File: src/rtl/branch_predictor_pkg.sv
// Shared types and constants for the fetch-side branch predictor.
// Counter encodings, table sizing and PC-select codes.
package branch_predictor_pkg;

    localparam int BP_ENTRIES = 16;

    typedef enum logic [1:0] {
        BP_SNT = 2'b00,
        BP_WNT = 2'b01,
        BP_WT  = 2'b10,
        BP_ST  = 2'b11
    } bp_ctr_e;

    localparam bp_ctr_e BP_INIT_CTR = BP_WT;
    localparam bp_ctr_e BP_RST_CTR  = BP_WNT;

    typedef enum logic [1:0] {
        PCMUX_SEQ    = 2'b00,
        PCMUX_PRED   = 2'b01,
        PCMUX_BRANCH = 2'b10,
        PCMUX_CORR   = 2'b11
    } pcmux_e;

    // A redirect from EX always overrides the fetch-side prediction.
    function automatic pcmux_e pcmux_sel(
        input logic pred_taken,
        input logic mispredict,
        input logic ex_taken
    );
        pcmux_sel = PCMUX_SEQ;
        if (mispredict)
            pcmux_sel = ex_taken ? PCMUX_BRANCH : PCMUX_CORR;
        else if (pred_taken)
            pcmux_sel = PCMUX_PRED;
    endfunction

endpackage

File: src/rtl/branch_predictor_if.sv
// Fetch lookup, EX resolve and redirect bundle of the branch predictor.
interface branch_predictor_if;
    logic [31:0] if_pc;
    logic        pred_taken;
    logic [31:0] pred_target;
    logic        ex_valid;
    logic [31:0] ex_pc;
    logic        ex_taken;
    logic [31:0] ex_target;
    logic        ex_pred_taken;
    logic [31:0] ex_pred_target;
    logic        flush_btb;
    logic        mispredict;
    logic [31:0] redirect_pc;
    logic [31:0] branch_count;
    logic [31:0] mispred_count;

    modport master (
        output if_pc, ex_valid, ex_pc, ex_taken, ex_target,
        output ex_pred_taken, ex_pred_target, flush_btb,
        input  pred_taken, pred_target, mispredict, redirect_pc,
        input  branch_count, mispred_count
    );

    modport slave (
        input  if_pc, ex_valid, ex_pc, ex_taken, ex_target,
        input  ex_pred_taken, ex_pred_target, flush_btb,
        output pred_taken, pred_target, mispredict, redirect_pc,
        output branch_count, mispred_count
    );
endinterface

File: src/rtl/branch_predictor_btb_table.sv
// BTB storage: valid/tag/target/counter per entry, async lookup read,
// one write port with its own read-back, and a bulk valid clear.
module btb_table
    import branch_predictor_pkg::*;
#(
    parameter int ENTRIES = BP_ENTRIES,
    parameter int INDEX_W = $clog2(ENTRIES),
    parameter int TAG_W   = 30 - INDEX_W
) (
    input  logic               clk,
    input  logic               rst,
    input  logic [INDEX_W-1:0] rd_idx_i,
    output logic               rd_valid_o,
    output logic [TAG_W-1:0]   rd_tag_o,
    output logic [29:0]        rd_target_o,
    output bp_ctr_e            rd_ctr_o,
    input  logic [INDEX_W-1:0] up_idx_i,
    output logic               up_valid_o,
    output logic [TAG_W-1:0]   up_tag_o,
    output logic [29:0]        up_target_o,
    output bp_ctr_e            up_ctr_o,
    input  logic               wr_en_i,
    input  logic [TAG_W-1:0]   wr_tag_i,
    input  logic [29:0]        wr_target_i,
    input  bp_ctr_e            wr_ctr_i,
    input  logic               clr_i
);

    logic [ENTRIES-1:0] valid_q;
    logic [TAG_W-1:0]   tag_q [ENTRIES];
    logic [29:0]        tgt_q [ENTRIES];
    bp_ctr_e            ctr_q [ENTRIES];

    assign rd_valid_o  = valid_q[rd_idx_i];
    assign rd_tag_o    = tag_q[rd_idx_i];
    assign rd_target_o = tgt_q[rd_idx_i];
    assign rd_ctr_o    = ctr_q[rd_idx_i];

    assign up_valid_o  = valid_q[up_idx_i];
    assign up_tag_o    = tag_q[up_idx_i];
    assign up_target_o = tgt_q[up_idx_i];
    assign up_ctr_o    = ctr_q[up_idx_i];

    always_ff @(posedge clk or posedge rst) begin
        if (rst) begin
            valid_q <= '0;
            for (int i = 0; i < ENTRIES; i++) begin
                tag_q[i] <= '0;
                tgt_q[i] <= '0;
                ctr_q[i] <= BP_RST_CTR;
            end
        end else begin
            if (clr_i)
                valid_q <= '0;
            else if (wr_en_i)
                valid_q[up_idx_i] <= 1'b1;
            if (wr_en_i) begin
                tag_q[up_idx_i] <= wr_tag_i;
                tgt_q[up_idx_i] <= wr_target_i;
                ctr_q[up_idx_i] <= wr_ctr_i;
            end
        end
    end

endmodule

File: src/rtl/branch_predictor.sv
// Fetch-side BTB with 2-bit direction counters, EX-side mispredict
// detection, table update and performance counters.
module branch_predictor
    import branch_predictor_pkg::*;
#(
    parameter int ENTRIES = BP_ENTRIES
) (
    input logic               clk,
    input logic               rst,
    branch_predictor_if.slave bp
);

    localparam int INDEX_W = $clog2(ENTRIES);
    localparam int TAG_W   = 30 - INDEX_W;

    function automatic bp_ctr_e ctr_next(
        input bp_ctr_e c,
        input logic    taken
    );
        ctr_next = c;
        if (taken && c != BP_ST)
            ctr_next = bp_ctr_e'(c + 2'd1);
        else if (!taken && c != BP_SNT)
            ctr_next = bp_ctr_e'(c - 2'd1);
    endfunction

    logic [INDEX_W-1:0] lk_idx, ex_idx;
    logic [TAG_W-1:0]   lk_tag, ex_tag, rd_tag, up_tag;
    logic               rd_valid, up_valid;
    logic [29:0]        rd_tgt, up_tgt, wr_tgt;
    bp_ctr_e            rd_ctr, up_ctr, wr_ctr;
    logic               lk_hit, ex_hit, pt, mp, wr_en;
    logic [31:0]        branch_cnt_q, branch_cnt_d;
    logic [31:0]        mispred_cnt_q, mispred_cnt_d;

    assign lk_idx = bp.if_pc[INDEX_W+1:2];
    assign lk_tag = bp.if_pc[31:INDEX_W+2];
    assign ex_idx = bp.ex_pc[INDEX_W+1:2];
    assign ex_tag = bp.ex_pc[31:INDEX_W+2];

    btb_table #(
        .ENTRIES (ENTRIES),
        .INDEX_W (INDEX_W),
        .TAG_W   (TAG_W)
    ) u_table (
        .clk         (clk),
        .rst         (rst),
        .rd_idx_i    (lk_idx),
        .rd_valid_o  (rd_valid),
        .rd_tag_o    (rd_tag),
        .rd_target_o (rd_tgt),
        .rd_ctr_o    (rd_ctr),
        .up_idx_i    (ex_idx),
        .up_valid_o  (up_valid),
        .up_tag_o    (up_tag),
        .up_target_o (up_tgt),
        .up_ctr_o    (up_ctr),
        .wr_en_i     (wr_en),
        .wr_tag_i    (ex_tag),
        .wr_target_i (wr_tgt),
        .wr_ctr_i    (wr_ctr),
        .clr_i       (bp.flush_btb)
    );

    assign lk_hit = rd_valid && (rd_tag == lk_tag);
    assign pt     = lk_hit && (rd_ctr inside {BP_WT, BP_ST});

    assign bp.pred_taken  = pt;
    assign bp.pred_target = pt ? {rd_tgt, 2'b00}
                               : bp.if_pc + 32'd4;

    assign mp = bp.ex_valid &&
                ((bp.ex_pred_taken != bp.ex_taken) ||
                 (bp.ex_taken &&
                  bp.ex_pred_target != bp.ex_target));

    assign bp.mispredict  = mp;
    assign bp.redirect_pc = bp.ex_taken ? bp.ex_target
                                        : bp.ex_pc + 32'd4;

    // Flush wins over a same-cycle write so nothing is allocated.
    assign ex_hit = up_valid && (up_tag == ex_tag);
    assign wr_en  = bp.ex_valid && !bp.flush_btb &&
                    (ex_hit || bp.ex_taken);
    assign wr_ctr = ex_hit ? ctr_next(up_ctr, bp.ex_taken)
                           : BP_INIT_CTR;
    assign wr_tgt = bp.ex_taken ? bp.ex_target[31:2] : up_tgt;

    always_comb begin
        branch_cnt_d  = branch_cnt_q + {31'd0, bp.ex_valid};
        mispred_cnt_d = mispred_cnt_q + {31'd0, mp};
    end

    always_ff @(posedge clk or posedge rst) begin
        if (rst) begin
            branch_cnt_q  <= '0;
            mispred_cnt_q <= '0;
        end else begin
            branch_cnt_q  <= branch_cnt_d;
            mispred_cnt_q <= mispred_cnt_d;
        end
    end

    assign bp.branch_count  = branch_cnt_q;
    assign bp.mispred_count = mispred_cnt_q;

endmodule

File: src/flat_wrapper.sv
// flat-port wrapper written by rule: the top's interface ports become plain ports
module branch_predictor_flat import branch_predictor_pkg::*;
#(
    parameter int ENTRIES = BP_ENTRIES
)
  (clk, rst, bp_if_pc, bp_ex_valid, bp_ex_pc, bp_ex_taken, bp_ex_target, bp_ex_pred_taken, bp_ex_pred_target, bp_flush_btb, bp_pred_taken, bp_pred_target, bp_mispredict, bp_redirect_pc, bp_branch_count, bp_mispred_count);
  branch_predictor_if bp_i ();
  input logic clk;
  input logic rst;
  input wire logic [$bits(bp_i.if_pc)-1:0] bp_if_pc;
  input wire logic [$bits(bp_i.ex_valid)-1:0] bp_ex_valid;
  input wire logic [$bits(bp_i.ex_pc)-1:0] bp_ex_pc;
  input wire logic [$bits(bp_i.ex_taken)-1:0] bp_ex_taken;
  input wire logic [$bits(bp_i.ex_target)-1:0] bp_ex_target;
  input wire logic [$bits(bp_i.ex_pred_taken)-1:0] bp_ex_pred_taken;
  input wire logic [$bits(bp_i.ex_pred_target)-1:0] bp_ex_pred_target;
  input wire logic [$bits(bp_i.flush_btb)-1:0] bp_flush_btb;
  output wire logic [$bits(bp_i.pred_taken)-1:0] bp_pred_taken;
  output wire logic [$bits(bp_i.pred_target)-1:0] bp_pred_target;
  output wire logic [$bits(bp_i.mispredict)-1:0] bp_mispredict;
  output wire logic [$bits(bp_i.redirect_pc)-1:0] bp_redirect_pc;
  output wire logic [$bits(bp_i.branch_count)-1:0] bp_branch_count;
  output wire logic [$bits(bp_i.mispred_count)-1:0] bp_mispred_count;
  assign bp_i.if_pc = bp_if_pc;
  assign bp_i.ex_valid = bp_ex_valid;
  assign bp_i.ex_pc = bp_ex_pc;
  assign bp_i.ex_taken = bp_ex_taken;
  assign bp_i.ex_target = bp_ex_target;
  assign bp_i.ex_pred_taken = bp_ex_pred_taken;
  assign bp_i.ex_pred_target = bp_ex_pred_target;
  assign bp_i.flush_btb = bp_flush_btb;
  assign bp_pred_taken = bp_i.pred_taken;
  assign bp_pred_target = bp_i.pred_target;
  assign bp_mispredict = bp_i.mispredict;
  assign bp_redirect_pc = bp_i.redirect_pc;
  assign bp_branch_count = bp_i.branch_count;
  assign bp_mispred_count = bp_i.mispred_count;
  branch_predictor #(.ENTRIES(ENTRIES)) u_core (.clk(clk), .rst(rst), .bp(bp_i));
endmodule
File: config.mk
export PLATFORM = sky130hd
export DESIGN_NAME = branch_predictor_flat
export DESIGN_NICKNAME = d
export VERILOG_FILES = /design/src/rtl/branch_predictor_pkg.sv /design/src/rtl/branch_predictor_if.sv /design/src/rtl/branch_predictor_btb_table.sv /design/src/rtl/branch_predictor.sv /design/src/flat_wrapper.sv
export SDC_FILE = /design/constraint.sdc
export NUM_CORES = 2
export LEC_CHECK = 0
export CAP_MARGIN = 20
export CORE_MARGIN = 4
export CORE_UTILIZATION = 30
export DETAILED_ROUTE_END_ITERATION = 10
export GPL_ROUTABILITY_DRIVEN = 0
export PLACE_DENSITY_LB_ADDON = 0.3
export SLEW_MARGIN = 20
export SYNTH_ARGS = -nofsm -noshare
export SYNTH_HDL_FRONTEND = slang
export SYNTH_HIERARCHICAL = 1
export SYNTH_SLANG_ARGS = --single-unit
File: constraint.sdc
create_clock -name clk -period 56.5 [get_ports clk]
set_input_delay 16.95 -clock clk [delete_from_list [all_inputs] [get_ports clk]]
set_output_delay 16.95 -clock clk [all_outputs]
set_load 0.005 [all_outputs]
# After elaboration in Yosys (flattened, before gate mapping)
# Cells that the tools add are included.
dict set report op_classes {
  add_sub_neg 6
  order_cmp 6
  eq_ne 7
  n_mux 41
  bitwise_logic 3
  n_reduce_logical 18
}
# operator n
set ops {}
lappend ops {{$bwmux 480} 1}
lappend ops {{$bwmux 416} 1}
lappend ops {{$bmux 30 s4} 2}
lappend ops {{$bmux 26 s4} 2}
lappend ops {{$mux 30} 6}
lappend ops {{$mux 26} 5}
lappend ops {{$demux 30 s4} 1}
lappend ops {{$demux 26 s4} 1}
lappend ops {{$add 32x1->32} 2}
lappend ops {{$add 32x3->32 const B} 2}
lappend ops {{$mux 32} 2}
lappend ops {{$eq 26x26->1} 2}
lappend ops {{$bwmux 32} 1}
lappend ops {{$mux 16} 2}
lappend ops {{$ne 32x32->1} 1}
lappend ops {{$bmux 2 s4} 2}
lappend ops {{$mux 2} 8}
lappend ops {{$or 16x16->16} 1}
lappend ops {{$logic_and 1x1->1} 11}
lappend ops {{$ge 5x5->1 const B} 2}
lappend ops {{$lt 4x5->1 const B} 2}
lappend ops {{$not 4->5} 2}
lappend ops {{$bmux 1 s4} 2}
lappend ops {{$demux 2 s4} 1}
lappend ops {{12 further kinds} 19}
dict set report totals {
  regBits 1008
  input_bits 134
  output_inout_bits 130
  wordCells 132
}

# Longest topological paths before layout
dict set report depth {
  ltp_word 10
  mapped_depth 18
  mapped_depth_nobuf 12
}

# Hierarchy
# Netlist, hierarchy kept.
# mod instances cells_per_inst area_each_um2 seq_area_each_um2
set modules_own_cells {}
lappend modules_own_cells {btb_table 1 3077 48730.5 23642.7}
lappend modules_own_cells {branch_predictor 1 698 5979.5 1601.5}

# Least setup slack after synthesis
# Ideal clock, no wire load.
dict set report synth_timing {
  path_kind {input -> output}
  startpoint {input bp_if_pc[2]}
  endpoint {output bp_pred_target[10]}
  arrival_time_ns 19.811
  required_time_ns 39.550
  setup_slack_ns 19.739
  path_stages 13
  path_buffers 5
  path_cell_list {buf_2 -> buf_2 -> buf_2 -> mux4_2 -> a22oi_1 -> nand2_1 -> xor2_1 -> nor4_2 -> nand4_1 -> and4b_1 -> buf_6 -> buf_12 -> mux2_2}
}
dict set report synth_via {
  elab_chain_cells 8
  word_cells_on_any_way 20
  classes_between {1 x add/sub; 3 x eq/ne; 12 x mux; 1 x bitwise; 3 x reduce/logical}
}
# element line
set synth_lines {}
lappend synth_lines {{from (decl)} flat_wrapper.sv:10} ;# input wire logic [$bits(bp_i.if_pc)-1:0] bp_if_pc;
lappend synth_lines {{$not 4->5 (not written as such)} branch_predictor_btb_table.sv:35} ;# assign rd_tag_o = tag_q[rd_idx_i];
lappend synth_lines {{$bmux 26 s4} branch_predictor_btb_table.sv:35}
lappend synth_lines {{$mux 26 (not written as such) (2 in a row)} branch_predictor_btb_table.sv:35}
lappend synth_lines {{via u_core.rd_tag[23]} branch_predictor.sv:28} ;# logic [TAG_W-1:0] lk_tag, ex_tag, rd_tag, up_tag;
lappend synth_lines {{$eq 26x26->1} branch_predictor.sv:65} ;# assign lk_hit = rd_valid && (rd_tag == lk_tag);
lappend synth_lines {{$logic_and 1x1->1} branch_predictor.sv:65}
lappend synth_lines {{$logic_and 1x1->1} branch_predictor.sv:66} ;# assign pt = lk_hit && (rd_ctr inside {BP_WT, BP_ST});
lappend synth_lines {{$mux 32} branch_predictor.sv:69} ;# assign bp.pred_target = pt ? {rd_tgt, 2'b00}
lappend synth_lines {{to (decl)} flat_wrapper.sv:19} ;# output wire logic [$bits(bp_i.pred_target)-1:0] bp_pred_target;
# The timed path passes the listed nets, and every way through them passes these cells. The select of a mux whose other input is x is not followed.

# Worst setup path in the final report
dict set report layout_timing {
  startpoint {input bp_if_pc[2]}
  endpoint {output bp_pred_target[15]}
}
# The elaborated chain is that of the path after synthesis.

==> flow_summary_export.csv <==
group,metric,value,unit
run_status,status,"finished, final reports clean",
routing,drt-initial-drc-count,2767,
layout,fillers,17300,
setup_path,cp-start-kind,"primary input",
clocking,post-cts-setup-buffers,0,
global_routing,grt-busiest-layer,"met2",
setup_path,cp_top_family,"buffers and inverters",
global_routing,grt_use_met1,25.4,%
synth,syn-instance-count,3768,
clocking,cts_resized,0,
sta,tns,0,ns
layout,final_nets,4060,
layout,area_growth,16.5,%
global_routing,met2_usage,33.2,%
floorplan,fp.dieArea,0.189,mm2
place,io_buffers,263,
setup_path,max_stage_delay,0.94,ns
global_routing,met3_usage,3.19,%
floorplan,dieHeight,435,um
setup_path,cp.buffers_inverters,4,
floorplan,pin_count,264,
routing,routed_wl,191000,um
sta,setup_slack,17.32,ns
global_routing,overflow,0,
sta,worstMarginPinSlew,1.16,ns
routing,firstDrtPassIters,5,
clocking,cts_buffer_depth,3,
floorplan,core_area,0.181,mm2
sta,hold_violations,0,
sta,fin_skew,0.0513,ns
clocking,clock-root-buffer,"clkbuf_16",
layout,final_area,0.0636,mm2
floorplan,rows,156,
run,maxCapViolCount,0,
clocking,cts.sinks,1008,
global_routing,grt_first_pass_wirelength,276000,um
synth,synth.cell_area,0.0546,mm2
setup_path,critical_path_peak_fanout,88,
sta,fin_crit,39.18,ns
routing,viasPerCell,5.61,
clocking,cts_tree,"built",
routing,drc,0,
hold_path,min_path_type,"register to register",
setup_path,crit_chain,"buf_8, buf_12, buf_4, mux4_2, a22oi_1, nand2_1, xor2_1, nor4_1, nand4_1, and4b_2, mux2_2, clkdlybuf4s50_1",
global_routing,track_usage,20.0,%
place,hpwl,117000,um
sta,fmaxAchievable,25.5,MHz
setup_path,worstPathArrival,22.23,ns
clocking,ctsHoldBuffers,0,
sta,fin_crit_sh,69.3,%
floorplan,initial_core_util,30.2,%
global_routing,grt_pass1_vias,37200,
routing,wire_per_inst,29.9,um
clocking,htree_levels,3,
sta,slew_violations,0,
global_routing,grt_max_degree,152,
setup_path,worstSetupPathType,"primary input to output port",
synth,syn_area_per_cell,14.5,um2
sta,slew_headroom,22.7,%
global_routing,antenna_found_initial,17,
sta,rsz0062_at_grt,"false",
setup_path,slowest_stage,"and4b_2",
place,dp_slack,17.27,ns
clocking,clk_latency,0.76,ns
clocking,cts_made_buffers,112,
place,placed_cell_area,0.0597,mm2
layout,drive_above_1_share,44.7,%
setup_path,end_kind,"output port",
power,max-vdd-ir-drop,0.0259,mV
setup_path,critPathRequiredTime,39.55,ns
power,p_leak,27.7,nW
layout,most-common-layout-cells,"dfrtp_1 (992), mux2_2 (960), mux4_2 (468), clkdlybuf4s50_1 (258), a22oi_1 (234)",
sta,setup-violations-final,0,
clocking,path_clk_slew,0.06,ns
routing,ant_nets,0,
power,power.density,30.6,mW/mm2
synth,yosys_warnings,6,
floorplan,die_x,435,um
synth,synth_nets,3910,
layout,final_common_cell,"dfrtp_1",
routing,vias,35800,
## worst register-to-register path, delay by kind of cell (launching register included)
kind | cells | cell delay, ns
buffers and inverters | 1 | 0.95
flip-flops | 1 | 0.39
XOR/XNOR | 1 | 0.60
AO/OA/AOI/OAI | 2 | 0.89
AND/OR/NAND/NOR | 6 | 2.44
multiplexers | 2 | 0.96
## worst paths after layout
path | from | to | slack [ns] | depth (start not counted)
min in group asynchronous | rst | u_core/u_table/tgt_q[230] | 16.64 | 2
worst max register to register | u_core/u_table/tag_q[221] | u_core/u_table/tag_q[125] | 50.12 | 12
worst min register to register | u_core/bp.mispred_count[31] | u_core/bp.mispred_count[31] | 0.47 | 1
worst max-delay path | bp_if_pc[2] | bp_pred_target[15] | 17.32 | 12
worst min-delay path | u_core/bp.mispred_count[31] | u_core/bp.mispred_count[31] | 0.47 | 1
max in group asynchronous | rst | u_core/u_table/tgt_q[64] | 36.13 | 6
## state kept, by name, summed over array words and instances (netlist names)
signal	flops
u_core/u_table/tgt_q	480
u_core/bp.mispred_count	32
u_core/u_table/valid_q	16
u_core/bp.branch_count	32
u_core/u_table/tag_q	416
u_core/u_table/ctr_q	32
## where the power goes
| group | internal (mW) | switching (mW) |
|---|---|---|
| clock | 0.443 | 0.318 |
| sequential | 0.801 | 0.0587 |
| combinational | 0.173 | 0.151 |
## area by class of cell
type / instances / area, um2 / area share (%)
multi-input combinational: 2373 / 27800 / 43.7
sequential: 1008 / 25200 / 39.7
timing repair buffer: 379 / 3600 / 5.66
clock buffer: 168 / 3320 / 5.22
tap: 2370 / 2970 / 4.66
clock inverter: 38 / 508 / 0.798
inverter: 44 / 173 / 0.271
antenna: 9 / 22.5 / 0.0354
## metal layers
metal	share of wire [%]	vias to the layer above
li1	-	14700
met5	0.020	-
met4	5.7	6
met2	48	1146
met3	5.5	334
met1	41	19600
## stage by stage
| step | power [mW] | hold slack [ns] | util [%] | cells |
|---|---|---|---|---|
| global route | 2.02 | 0.491 | 35.2 | 6384 |
| global placement | 1.19 | 0.456 | 33.0 | 6173 |
| detailed placement | 1.20 | 0.461 | 33.0 | 6173 |
| finish | 1.94 | 0.467 | 35.2 | 6389 |
| floorplan | 1.07 | 0.465 | - | 3768 |
| CTS | 1.96 | 0.469 | 35.1 | 6379 |
Power figures use the tool's default switching activity.
